## config.mk

```make
export PLATFORM = sky130hd
export DESIGN_NAME = song_sequencer
export DESIGN_NICKNAME = d
export VERILOG_FILES = /design/src/rtl/song_sequencer_pkg.sv /design/src/rtl/song_sequencer_beat_timer.sv /design/src/rtl/song_sequencer.sv
export SDC_FILE = /design/constraint.sdc
export NUM_CORES = 1
export LEC_CHECK = 0
export ABC_AREA = 0
export CAP_MARGIN = 20
export CORE_MARGIN = 1
export CORE_UTILIZATION = 38
export CTS_CLUSTER_SIZE = 28
export DETAILED_ROUTE_END_ITERATION = 8
export PLACE_DENSITY_LB_ADDON = 0.2
export SKIP_LAST_GASP = 1
export SLEW_MARGIN = 10
export SYNTH_ARGS = -nofsm -noshare
export SYNTH_HDL_FRONTEND = slang
export SYNTH_SLANG_ARGS = --single-unit
```

## constraint.sdc

```tcl
create_clock -name clk_i -period 2.8 [get_ports clk_i]
set_input_delay 0.56 -clock clk_i [delete_from_list [all_inputs] [get_ports clk_i]]
set_output_delay 0.56 -clock clk_i [all_outputs]
set_load 0.05 [all_outputs]
```

## src/rtl/song_sequencer_pkg.sv

```systemverilog
// Shared definitions for the song sequencer: FSM state encoding, ROM word
// layout and the note/octave codes understood by the buzzer.
package song_pkg;

    typedef enum logic [2:0] {
        ST_IDLE   = 3'd0,
        ST_FETCH  = 3'd1,
        ST_LOAD   = 3'd2,
        ST_PLAY   = 3'd3,
        ST_GAP    = 3'd4,
        ST_PAUSED = 3'd5,
        ST_DONE   = 3'd6
    } state_e;

    // ROM word: {note[9:6], octave[5:4], dur[3:0]}
    localparam int ROM_W    = 10;
    localparam int NOTE_W   = 4;
    localparam int OCT_W    = 2;
    localparam int DUR_W    = 4;
    localparam int NOTE_LSB = 6;
    localparam int OCT_LSB  = 4;
    localparam int DUR_LSB  = 0;

    localparam logic [DUR_W-1:0]  END_DUR   = 4'd0;
    localparam logic [OCT_W-1:0]  OCT_HIGH  = 2'b01;
    localparam logic [OCT_W-1:0]  OCT_LOW   = 2'b10;
    localparam logic [OCT_W-1:0]  OCT_STD   = 2'b00;
    localparam logic [NOTE_W-1:0] NOTE_REST = 4'd0;

    function automatic logic [NOTE_W-1:0] word_note(input logic [ROM_W-1:0] w);
        return w[NOTE_LSB +: NOTE_W];
    endfunction

    function automatic logic [OCT_W-1:0] word_oct(input logic [ROM_W-1:0] w);
        return w[OCT_LSB +: OCT_W];
    endfunction

    function automatic logic [DUR_W-1:0] word_dur(input logic [ROM_W-1:0] w);
        return w[DUR_LSB +: DUR_W];
    endfunction

endpackage

```

## src/rtl/song_sequencer_beat_timer.sv

```systemverilog
// Beat timer: a tick counter running 0..TICKS-1 and a beats-left counter that
// decrements on every tick wrap. finish_o strobes on the wrap of the last beat.
// Used both for note duration (dur beats) and for the inter-note gap (dur = 1).
module beat_timer
    import song_pkg::*;
#(
    parameter int TICKS = 4
) (
    input  logic             clk_i,
    input  logic             rst_i,
    input  logic             load_i,
    input  logic [DUR_W-1:0] dur_i,
    input  logic             enable_i,
    output logic             finish_o
);

    localparam int CW = (TICKS > 1) ? $clog2(TICKS) : 1;
    localparam logic [CW-1:0] LAST_TICK = CW'(TICKS - 1);

    logic [CW-1:0]    tick_q, tick_d;
    logic [DUR_W-1:0] beats_q, beats_d;
    logic             wrap_s;

    assign wrap_s   = (tick_q == LAST_TICK);
    assign finish_o = enable_i && !load_i && wrap_s && (beats_q == 4'd1);

    // Next-state for tick and beat counters: load wins, otherwise count when enabled.
    always_comb begin
        tick_d  = tick_q;
        beats_d = beats_q;
        if (load_i) begin
            tick_d  = '0;
            beats_d = dur_i;
        end else if (enable_i) begin
            if (wrap_s) begin
                tick_d  = '0;
                beats_d = beats_q - 4'd1;
            end else begin
                tick_d  = tick_q + CW'(1);
            end
        end else begin
            tick_d  = tick_q;
            beats_d = beats_q;
        end
    end

    // Counter registers with asynchronous reset.
    always_ff @(posedge clk_i or posedge rst_i) begin
        if (rst_i) begin
            tick_q  <= '0;
            beats_q <= '0;
        end else begin
            tick_q  <= tick_d;
            beats_q <= beats_d;
        end
    end

endmodule

```

## src/rtl/song_sequencer.sv

```systemverilog
// Song sequencer: walks a song ROM and drives the buzzer note/octave inputs,
// timing each note in beats with a silent gap between notes. Supports play,
// pause (toggle), stop and song select.
// Optional feature: define SONG_SEQUENCER_LOOP_EN to let the loop input
// restart the song from entry 0 at its natural end.
module song_sequencer
    import song_pkg::*;
#(
    parameter int BEAT_TICKS = 12_500_000,
    parameter int GAP_TICKS  = 1_000_000,
    parameter int IDX_W      = 6
) (
    input  logic               clk_i,
    input  logic               rst_i,
    input  logic               play_i,
    input  logic               pause_i,
    input  logic               stop_i,
    input  logic [1:0]         song_sel_i,
    input  logic               loop_i,
    output logic [IDX_W+1:0]   rom_addr_o,
    input  logic [ROM_W-1:0]   rom_data_i,
    output logic [NOTE_W-1:0]  note_o,
    output logic [OCT_W-1:0]   octave_auto_o,
    output logic               busy_o,
    output logic               paused_o,
    output logic               done_o,
    output logic [IDX_W-1:0]   index_o
);

    state_e             state_q, state_d;
    state_e             ret_q, ret_d;
    state_e             nxt_s;
    logic [1:0]         sel_q, sel_d;
    logic [IDX_W-1:0]   index_q, index_d;
    logic [IDX_W-1:0]   idx_inc_s;
    logic [IDX_W+1:0]   rom_addr_q, rom_addr_d;
    logic [NOTE_W-1:0]  note_q, note_d;
    logic [NOTE_W-1:0]  note_lat_q, note_lat_d;
    logic [OCT_W-1:0]   oct_q, oct_d;
    logic               busy_q, busy_d;
    logic               paused_q, paused_d;
    logic               done_q, done_d;

    logic [NOTE_W-1:0]  rom_note_s;
    logic [OCT_W-1:0]   rom_oct_s;
    logic [DUR_W-1:0]   rom_dur_s;
    logic               beat_load_s, beat_en_s, beat_fin_s;
    logic               gap_en_s, gap_fin_s;
    logic               last_s;

    assign rom_note_s  = word_note(rom_data_i);
    assign rom_oct_s   = word_oct(rom_data_i);
    assign rom_dur_s   = word_dur(rom_data_i);
    assign idx_inc_s   = index_q + IDX_W'(1);
    assign last_s      = &index_q;

    // Timers only run in their own state, so both freeze while paused.
    assign beat_load_s = (state_q == ST_LOAD) && !stop_i && !pause_i && (rom_dur_s != END_DUR);
    assign beat_en_s   = (state_q == ST_PLAY);
    assign gap_en_s    = (state_q == ST_GAP);

    beat_timer #(.TICKS(BEAT_TICKS)) u_beat (
        .clk_i    (clk_i),
        .rst_i    (rst_i),
        .load_i   (beat_load_s),
        .dur_i    (rom_dur_s),
        .enable_i (beat_en_s),
        .finish_o (beat_fin_s)
    );

    beat_timer #(.TICKS(GAP_TICKS)) u_gap (
        .clk_i    (clk_i),
        .rst_i    (rst_i),
        .load_i   (beat_fin_s),
        .dur_i    (4'd1),
        .enable_i (gap_en_s),
        .finish_o (gap_fin_s)
    );

`ifndef SONG_SEQUENCER_LOOP_EN
    logic unused_loop_s;
    assign unused_loop_s = loop_i;
`endif

    // Next-state and next-output logic; stop beats pause beats play.
    always_comb begin
        state_d    = state_q;
        ret_d      = ret_q;
        nxt_s      = state_q;
        sel_d      = sel_q;
        index_d    = index_q;
        rom_addr_d = rom_addr_q;
        note_d     = note_q;
        note_lat_d = note_lat_q;
        oct_d      = oct_q;

        case (state_q)
            ST_IDLE: begin
                note_d = NOTE_REST;
                if (play_i && !pause_i && !stop_i) begin
                    sel_d      = song_sel_i;
                    index_d    = '0;
                    rom_addr_d = {song_sel_i, {IDX_W{1'b0}}};
                    state_d    = ST_FETCH;
                end else begin
                    state_d    = ST_IDLE;
                end
            end
            ST_FETCH, ST_LOAD: begin
                if (stop_i) begin
                    state_d = ST_IDLE;
                    note_d  = NOTE_REST;
                end else if (pause_i) begin
                    // LOAD data goes stale while paused, so resume re-fetches.
                    ret_d   = ST_FETCH;
                    state_d = ST_PAUSED;
                end else if (state_q == ST_FETCH) begin
                    state_d = ST_LOAD;
                end else if (rom_dur_s == END_DUR) begin
                    state_d = ST_DONE;
                end else begin
                    note_d     = rom_note_s;
                    note_lat_d = rom_note_s;
                    oct_d      = rom_oct_s;
                    state_d    = ST_PLAY;
                end
            end
            ST_PLAY: begin
                if (stop_i) begin
                    state_d = ST_IDLE;
                    note_d  = NOTE_REST;
                end else begin
                    nxt_s = beat_fin_s ? ST_GAP : ST_PLAY;
                    if (beat_fin_s || pause_i) begin
                        note_d = NOTE_REST;
                    end else begin
                        note_d = note_q;
                    end
                    if (pause_i) begin
                        ret_d   = nxt_s;
                        state_d = ST_PAUSED;
                    end else begin
                        state_d = nxt_s;
                    end
                end
            end
            ST_GAP: begin
                note_d = NOTE_REST;
                if (stop_i) begin
                    state_d = ST_IDLE;
                end else if (gap_fin_s && last_s) begin
                    state_d = ST_DONE;
                end else begin
                    nxt_s = gap_fin_s ? ST_FETCH : ST_GAP;
                    if (gap_fin_s) begin
                        index_d    = idx_inc_s;
                        rom_addr_d = {sel_q, idx_inc_s};
                    end else begin
                        index_d    = index_q;
                    end
                    if (pause_i) begin
                        ret_d   = nxt_s;
                        state_d = ST_PAUSED;
                    end else begin
                        state_d = nxt_s;
                    end
                end
            end
            ST_PAUSED: begin
                if (stop_i) begin
                    state_d = ST_IDLE;
                    note_d  = NOTE_REST;
                end else if (pause_i || play_i) begin
                    state_d = ret_q;
                    // The held note sounds again on the resume edge.
                    note_d  = (ret_q == ST_PLAY) ? note_lat_q : NOTE_REST;
                end else begin
                    state_d = ST_PAUSED;
                end
            end
            ST_DONE: begin
                note_d = NOTE_REST;
`ifdef SONG_SEQUENCER_LOOP_EN
                if (loop_i && !stop_i) begin
                    index_d    = '0;
                    rom_addr_d = {sel_q, {IDX_W{1'b0}}};
                    state_d    = ST_FETCH;
                end else begin
                    state_d    = ST_IDLE;
                end
`else
                state_d = ST_IDLE;
`endif
            end
            default: begin
                state_d = ST_IDLE;
                note_d  = NOTE_REST;
            end
        endcase

        busy_d   = (state_d != ST_IDLE);
        paused_d = (state_d == ST_PAUSED);
        done_d   = (state_d == ST_DONE);
    end

    // FSM state and all registered outputs, asynchronous reset.
    always_ff @(posedge clk_i or posedge rst_i) begin
        if (rst_i) begin
            state_q    <= ST_IDLE;
            ret_q      <= ST_IDLE;
            sel_q      <= 2'd0;
            index_q    <= '0;
            rom_addr_q <= '0;
            note_q     <= NOTE_REST;
            note_lat_q <= NOTE_REST;
            oct_q      <= OCT_STD;
            busy_q     <= 1'b0;
            paused_q   <= 1'b0;
            done_q     <= 1'b0;
        end else begin
            state_q    <= state_d;
            ret_q      <= ret_d;
            sel_q      <= sel_d;
            index_q    <= index_d;
            rom_addr_q <= rom_addr_d;
            note_q     <= note_d;
            note_lat_q <= note_lat_d;
            oct_q      <= oct_d;
            busy_q     <= busy_d;
            paused_q   <= paused_d;
            done_q     <= done_d;
        end
    end

    assign rom_addr_o    = rom_addr_q;
    assign note_o        = note_q;
    assign octave_auto_o = oct_q;
    assign busy_o        = busy_q;
    assign paused_o      = paused_q;
    assign done_o        = done_q;
    assign index_o       = index_q;

endmodule
```

Yosys cells after proc, flatten, opt, wreduce, memory -nomap -nowiden
Cells that the tools add are included.
{ "totals": {"register_bits": 87, "wordCells": 142} }
{ "op_classes": {"n_reduce_logical": 37, "addsub": 5, "muxes": 55, "bitwise_logic": 4, "n_eq_ne": 26} }
{ "op_table": {"columns": ["cell", "n"], "rows": [
  ["24-bit 2-to-1 mux", 3],
  ["20-bit 2-to-1 mux", 3],
  ["3-bit 2-to-1 mux", 20],
  ["4-bit 2-to-1 mux", 15],
  ["8-bit 2-to-1 mux", 4],
  ["24-bit by 1-bit adder with 24-bit output, second input constant", 1],
  ["24-bit == test, second input constant", 1],
  ["6-bit 2-to-1 mux", 4],
  ["20-bit by 1-bit adder with 20-bit output, second input constant", 1],
  ["20-bit == test, second input constant", 1],
  ["2-bit inequality test, second input constant", 9],
  ["8-bit one-hot mux with 2 select lines", 1],
  ["3-bit inequality test, second input constant", 5],
  ["3-bit one-hot mux with 5 select lines", 1],
  ["5-bit AND reduction", 3],
  ["3-bit == test, second input constant", 4],
  ["1-bit logical AND", 12],
  ["4-bit one-hot mux with 3 select lines", 1],
  ["6-bit one-hot mux with 2 select lines", 1],
  ["2-bit nonzero test", 5],
  ["3-bit by 2-bit == test with 1-bit output, second input constant", 3],
  ["3-bit one-hot mux with 3 select lines", 1],
  ["4-bit by 1-bit == test with 1-bit output, second input constant", 2],
  ["8-bit AND reduction", 1],
  ["other kinds (14)", 25]
]} }

Depth between registers and ports, before layout
{ "depth": {"ltp_word": 18, "ltp_mapped": 9} }

Hierarchy
A second synthesis with hierarchy kept.
{ "hier_totals": {"hier_cells": 510, "hier_area_um2": 4768.3} }
{ "modules_own_cells": {"columns": ["module", "n_inst", "cells_per_inst", "seq_area_each_um2", "area_per_inst_um2"], "rows": [
  ["beat_timer (u_beat)", 1, 207, 700.7, 1739.2],
  ["song_sequencer", 1, 157, 725.7, 1581.5],
  ["beat_timer (u_gap)", 1, 146, 600.6, 1447.6]
]} }

Worst setup path after synthesis
No wires, ideal clock.
{ "synth_timing": {"path_type": "reg2reg", "start": "register index_q[0] (netlist: index_o[0])", "end": "register busy_q (netlist: busy_o)", "path_slack_ps": 336, "stages_incl_launch_ff": 7, "arrival_time_ps": 2332, "required_ps": 2669, "cell_sequence": "dfrtp_1 -> ha_1 -> nand2_1 -> or2_2 -> or4_1 -> a31o_1 -> or3_1"} }
{ "synth_via": {"elab_chain_len": 6} }
{ "synth_rtl": {"columns": ["element", "line_no", "source"], "rows": [
  ["from (decl)", "song_sequencer.sv:34", "logic [IDX_W-1:0] index_q, index_d;"],
  ["from (signal assigned)", "song_sequencer.sv:224", "index_q <= index_d;"],
  ["6-bit AND reduction", "song_sequencer.sv:55", "assign last_s = &index_q;"],
  ["1-bit logical AND", "song_sequencer.sv:151", "end else if (gap_fin_s && last_s) begin"],
  ["3-bit 2-to-1 mux", "song_sequencer.sv:151", null],
  ["3-bit 2-to-1 mux", "song_sequencer.sv:149", "if (stop_i) begin"],
  ["3-bit one-hot mux with 5 select lines", "song_sequencer.sv:97", "case (state_q)"],
  ["3-bit nonzero test", "song_sequencer.sv:201", "busy_d = (state_d != ST_IDLE);"],
  ["via busy_d", "song_sequencer.sv:40", "logic busy_q, busy_d;"],
  ["to (signal assigned)", "song_sequencer.sv:229", "busy_q <= busy_d;"],
  ["to (decl)", "song_sequencer.sv:40", null]
]} }
The timed path passes the listed nets, and every way through them passes these cells.
A chain may end at the register's enable or synchronous reset.

Worst setup path after layout
{ "layout_timing": {"start": "register u_beat.beats_q[1]", "end": "register note_q[0] (netlist: note_o[0])"} }
{ "layout_via": {"elab_chain_len": 5} }
{ "layout_rtl": {"columns": ["element", "line_no", "source"], "rows": [
  ["from (decl)", "song_sequencer_beat_timer.sv:21", "logic [DUR_W-1:0] beats_q, beats_d;"],
  ["from (signal assigned)", "song_sequencer_beat_timer.sv:54", "beats_q <= beats_d;"],
  ["4-bit by 1-bit == test with 1-bit output", "song_sequencer_beat_timer.sv:25", "assign finish_o = enable_i && !load_i && wrap_s && (beats_q == 4'd1);"],
  ["1-bit logical AND", "song_sequencer_beat_timer.sv:25", null],
  ["1-bit logical OR", "song_sequencer.sv:134", "if (beat_fin_s || pause_i) begin"],
  ["3-bit inequality test (no line)", null, null],
  ["5-bit AND reduction (no line)", null, null],
  ["to (signal assigned)", "song_sequencer.sv:226", "note_q <= note_d;"],
  ["to (decl)", "song_sequencer.sv:37", "logic [NOTE_W-1:0] note_q, note_d;"]
]} }
Every way passes these cells.

==> impl_metrics.json <==
{
  "status": "finished with violations",
  "violations": "design-rule violations",
  "reg2reg_to": "note_o[0]",
  "p_per_area_nw_per_um2": 691,
  "cts_resized": 0,
  "final_common_cell": "dfrtp_1",
  "postLayoutCellArea_um2": 5460,
  "synth_area_um2": 4550,
  "clkPwrFrac": 0.342,
  "vias": 3603,
  "finalSetupTns_ns": 0,
  "core_area_um2": 11600,
  "relSlewSlack": 0.338,
  "slew_viol_final": 0,
  "mostFrequentLayoutCells": "81 x dfrtp_1, 55 x nor2_1, 40 x nand2_1, 39 x clkdlybuf4s50_1, 27 x o21ai_0",
  "rsz0062_at_grt": "no",
  "slowest_delay_ns": 0.41,
  "ioPinCount": 41,
  "drt-total-wl_um": 9830,
  "period_share": 0.918,
  "first_global_vias": 3516,
  "p_int_uw": 2550,
  "p_sw_uw": 1220,
  "syn2layout_area_growth_pct": 19.8,
  "path_delay_family": "simple AND/OR/NAND/NOR gates",
  "cts.path.max_buffers": 2,
  "endpoint_kind": "flop",
  "multi_input_comb_area_um2": 2330,
  "viasPerCell": 5.43,
  "crit_fanout": 4,
  "fmax_ghz": 0.389,
  "finalClockSkew_ns": 0.00652,
  "pwr-share-comb": 0.265,
  "min_path_type": "reg -> reg",
  "cts-htree-levels": 3,
  "grt_max_degree": 82,
  "setup_violations": 0,
  "ff_latch_area_um2": 2030,
  "critPathRequiredTime_ns": 3.01,
  "synth_seq_cells": 81,
  "drc": 6,
  "final_util": 0.472,
  "first_pass_iters": 7,
  "die-area_um2": 12400,
  "startpoint_type": "flop",
  "vdd_drop_max_mv": 0.364,
  "rr_worst_depth": 8,
  "antennaDiodeCount": 0,
  "gr-total-overflow": 0,
  "r2r-start": "u_beat.beats_q[1]",
  "cts_tree": "done",
  "nFillCells": 1115,
  "synth_cells": 476,
  "cts-root-buf": "clkbuf_16",
  "holdPathEnd": "rom_addr_o[6]",
  "fp.dieW_um": 111,
  "hold_buffers": 0,
  "place_hpwl_um": 6790,
  "antenna_found_initial": 0,
  "ys.flop_type": "dfrtp_1",
  "cts_sinks": 81,
  "min_path_cells": 2,
  "placed_area_um2": 5120,
  "pwr-share-seq": 0.393,
  "synth_edf_count": 0,
  "reg2reg_slack_ns": 0.23,
  "dr.first_iter.drc_count": 212,
  "p_total_uw": 3770,
  "gp_congestion": 0.810,
  "ant_nets": 0,
  "track_usage": 0.167,
  "finalNetCount": 541,
  "p_sw_frac": 0.323,
  "clk_pin_slew_worst_paths_ns": 0.06,
  "yosysUniqueCellTypes": 68,
  "rows": 39,
  "portBuffers": 39,
  "clock_latency_ns": 0.34,
  "die_h_um": 111,
  "yosysWarnings": 0,
  "power.leakage_uw": 0.00231,
  "drive_gt1_frac": 0.127,
  "post-route-min-period_ns": 2.57,
  "avgSynthCellArea_um2": 9.56,
  "numCtsBuffers": 9,
  "crit_type": "reg -> reg",
  "arrival_ns": 2.78,
  "tightest_slew_ns": 0.984,
  "hold_violations": 0,
  "grt_pass1_wl_um": 16900,
  "cpMaxStageDelayCell": "or3b_4",
  "syn_nets": 501,
  "yosysSeqAreaShare": 0.445,
  "routedWlPerCell_um": 14.8,
  "min_from": "rom_addr_o[6]",
  "cp_num_buf_inv": 1,
  "post_cts_buffers": 0,
  "path_cells": "inv_1 -> ha_1 -> or3b_4 -> nor4_4 -> a21oi_1 -> a221oi_1 -> or2_1 -> mux2_1",
  "start_util": 0.394,
  "cap_viol_max_count": 0,
  "async_flop_share": 1.00
}
synth_stat cells (all sizes together), types with 9 or more instances:
cell type | n | area, um2
nor4 | 12 | 124
xor2 | 13 | 114
nand3 | 15 | 80.1
mux2 | 11 | 124
o21ai | 27 | 135
clkbuf | 9 | 35.0
a21oi | 19 | 98.9
and3 | 9 | 56.3
xnor2 | 19 | 166
nand2 | 41 | 156
inv | 14 | 52.6
nor2 | 55 | 206
buf | 17 | 108
dfrtp | 81 | 2030
nand4 | 14 | 93.8
nor3 | 13 | 70.1
or3 | 9 | 56.3
routing by layer:
metal	share of wire	vias up	global-route usage
met5	0	-	0
met4	0.015	0	0.0604
met3	0.034	12	0.0327
met2	0.46	79	0.272
met1	0.49	1738	0.222
li1	-	1774	-
registers in the layout (all words and copies together), names as in the netlist:
register,count
index_o,5
rom_addr_o,3
paused_o,1
state_q,3
sel_q,2
u_gap.beats_q,4
done_o,1
note_o,4
u_gap.tick_q,20
u_beat.tick_q,24
note_lat_q,4
ret_q,3
busy_o,1
octave_auto_o,2
u_beat.beats_q,4
how the worst max path moves through the flow:
| stage | startpoint | to | slack (ns) | cells after the start |
|---|---|---|---|---|
| final | u_beat.beats_q[1] | note_o[0] | 0.23 | 8 |
| after global routing | u_beat.beats_q[1] | note_o[0] | 0.11 | 8 |
| after detailed placement | rom_data_i[2] | u_beat.tick_q[21] | -0.01 | 7 |
| after floorplan | rst_i | busy_o | 0.16 | 1 |
| after CTS | u_beat.beats_q[1] | note_o[0] | 0.23 | 8 |
| after global placement | rom_data_i[0] | u_beat.tick_q[23] | -0.02 | 7 |
metrics by stage:
stage / hold slack, ns / cells / worst slack, ns
finish: 0.479 / 664 / 0.230
global route: 0.497 / 664 / 0.105
CTS: 0.484 / 664 / 0.228
detailed placement: 0.469 / 648 / -0.0140
global placement: 0.463 / 648 / -0.0179
floorplan: 0.445 / 476 / 0.160
cell families after synthesis:
logic type / synth area share
multiplexers: 0.0316
flip-flops: 0.445
adder cells (fa/ha/maj): 0.0192
AO/OA/AOI/OAI: 0.118
buffers and inverters: 0.0429
AND/OR/NAND/NOR: 0.281
XOR/XNOR: 0.0616
worst min-delay path, stage by stage (launching register included):
cell,delay (ns)
dfrtp_1,0.34
nand2_1,0.04
o21ai_0,0.06
cell type report:
| class | instances | area share |
|---|---|---|
| clock buffer | 11 | 0.0463 |
| inverter | 14 | 0.00986 |
| timing repair buffer | 55 | 0.0982 |
| sequential | 81 | 0.372 |
| clock inverter | 5 | 0.0142 |
| tap | 143 | 0.0328 |
| multi-input combinational | 355 | 0.427 |
power groups by stage:
stage	clock network (uW)	registers, uW	logic [uW]
floorplan	0	1620	582
CTS	1320	1480	1010
detailed placement	0	1500	1000
global placement	0	1490	1000
finish	1290	1480	999
global route	1380	1510	1100
Power figures use the tool's default switching activity.
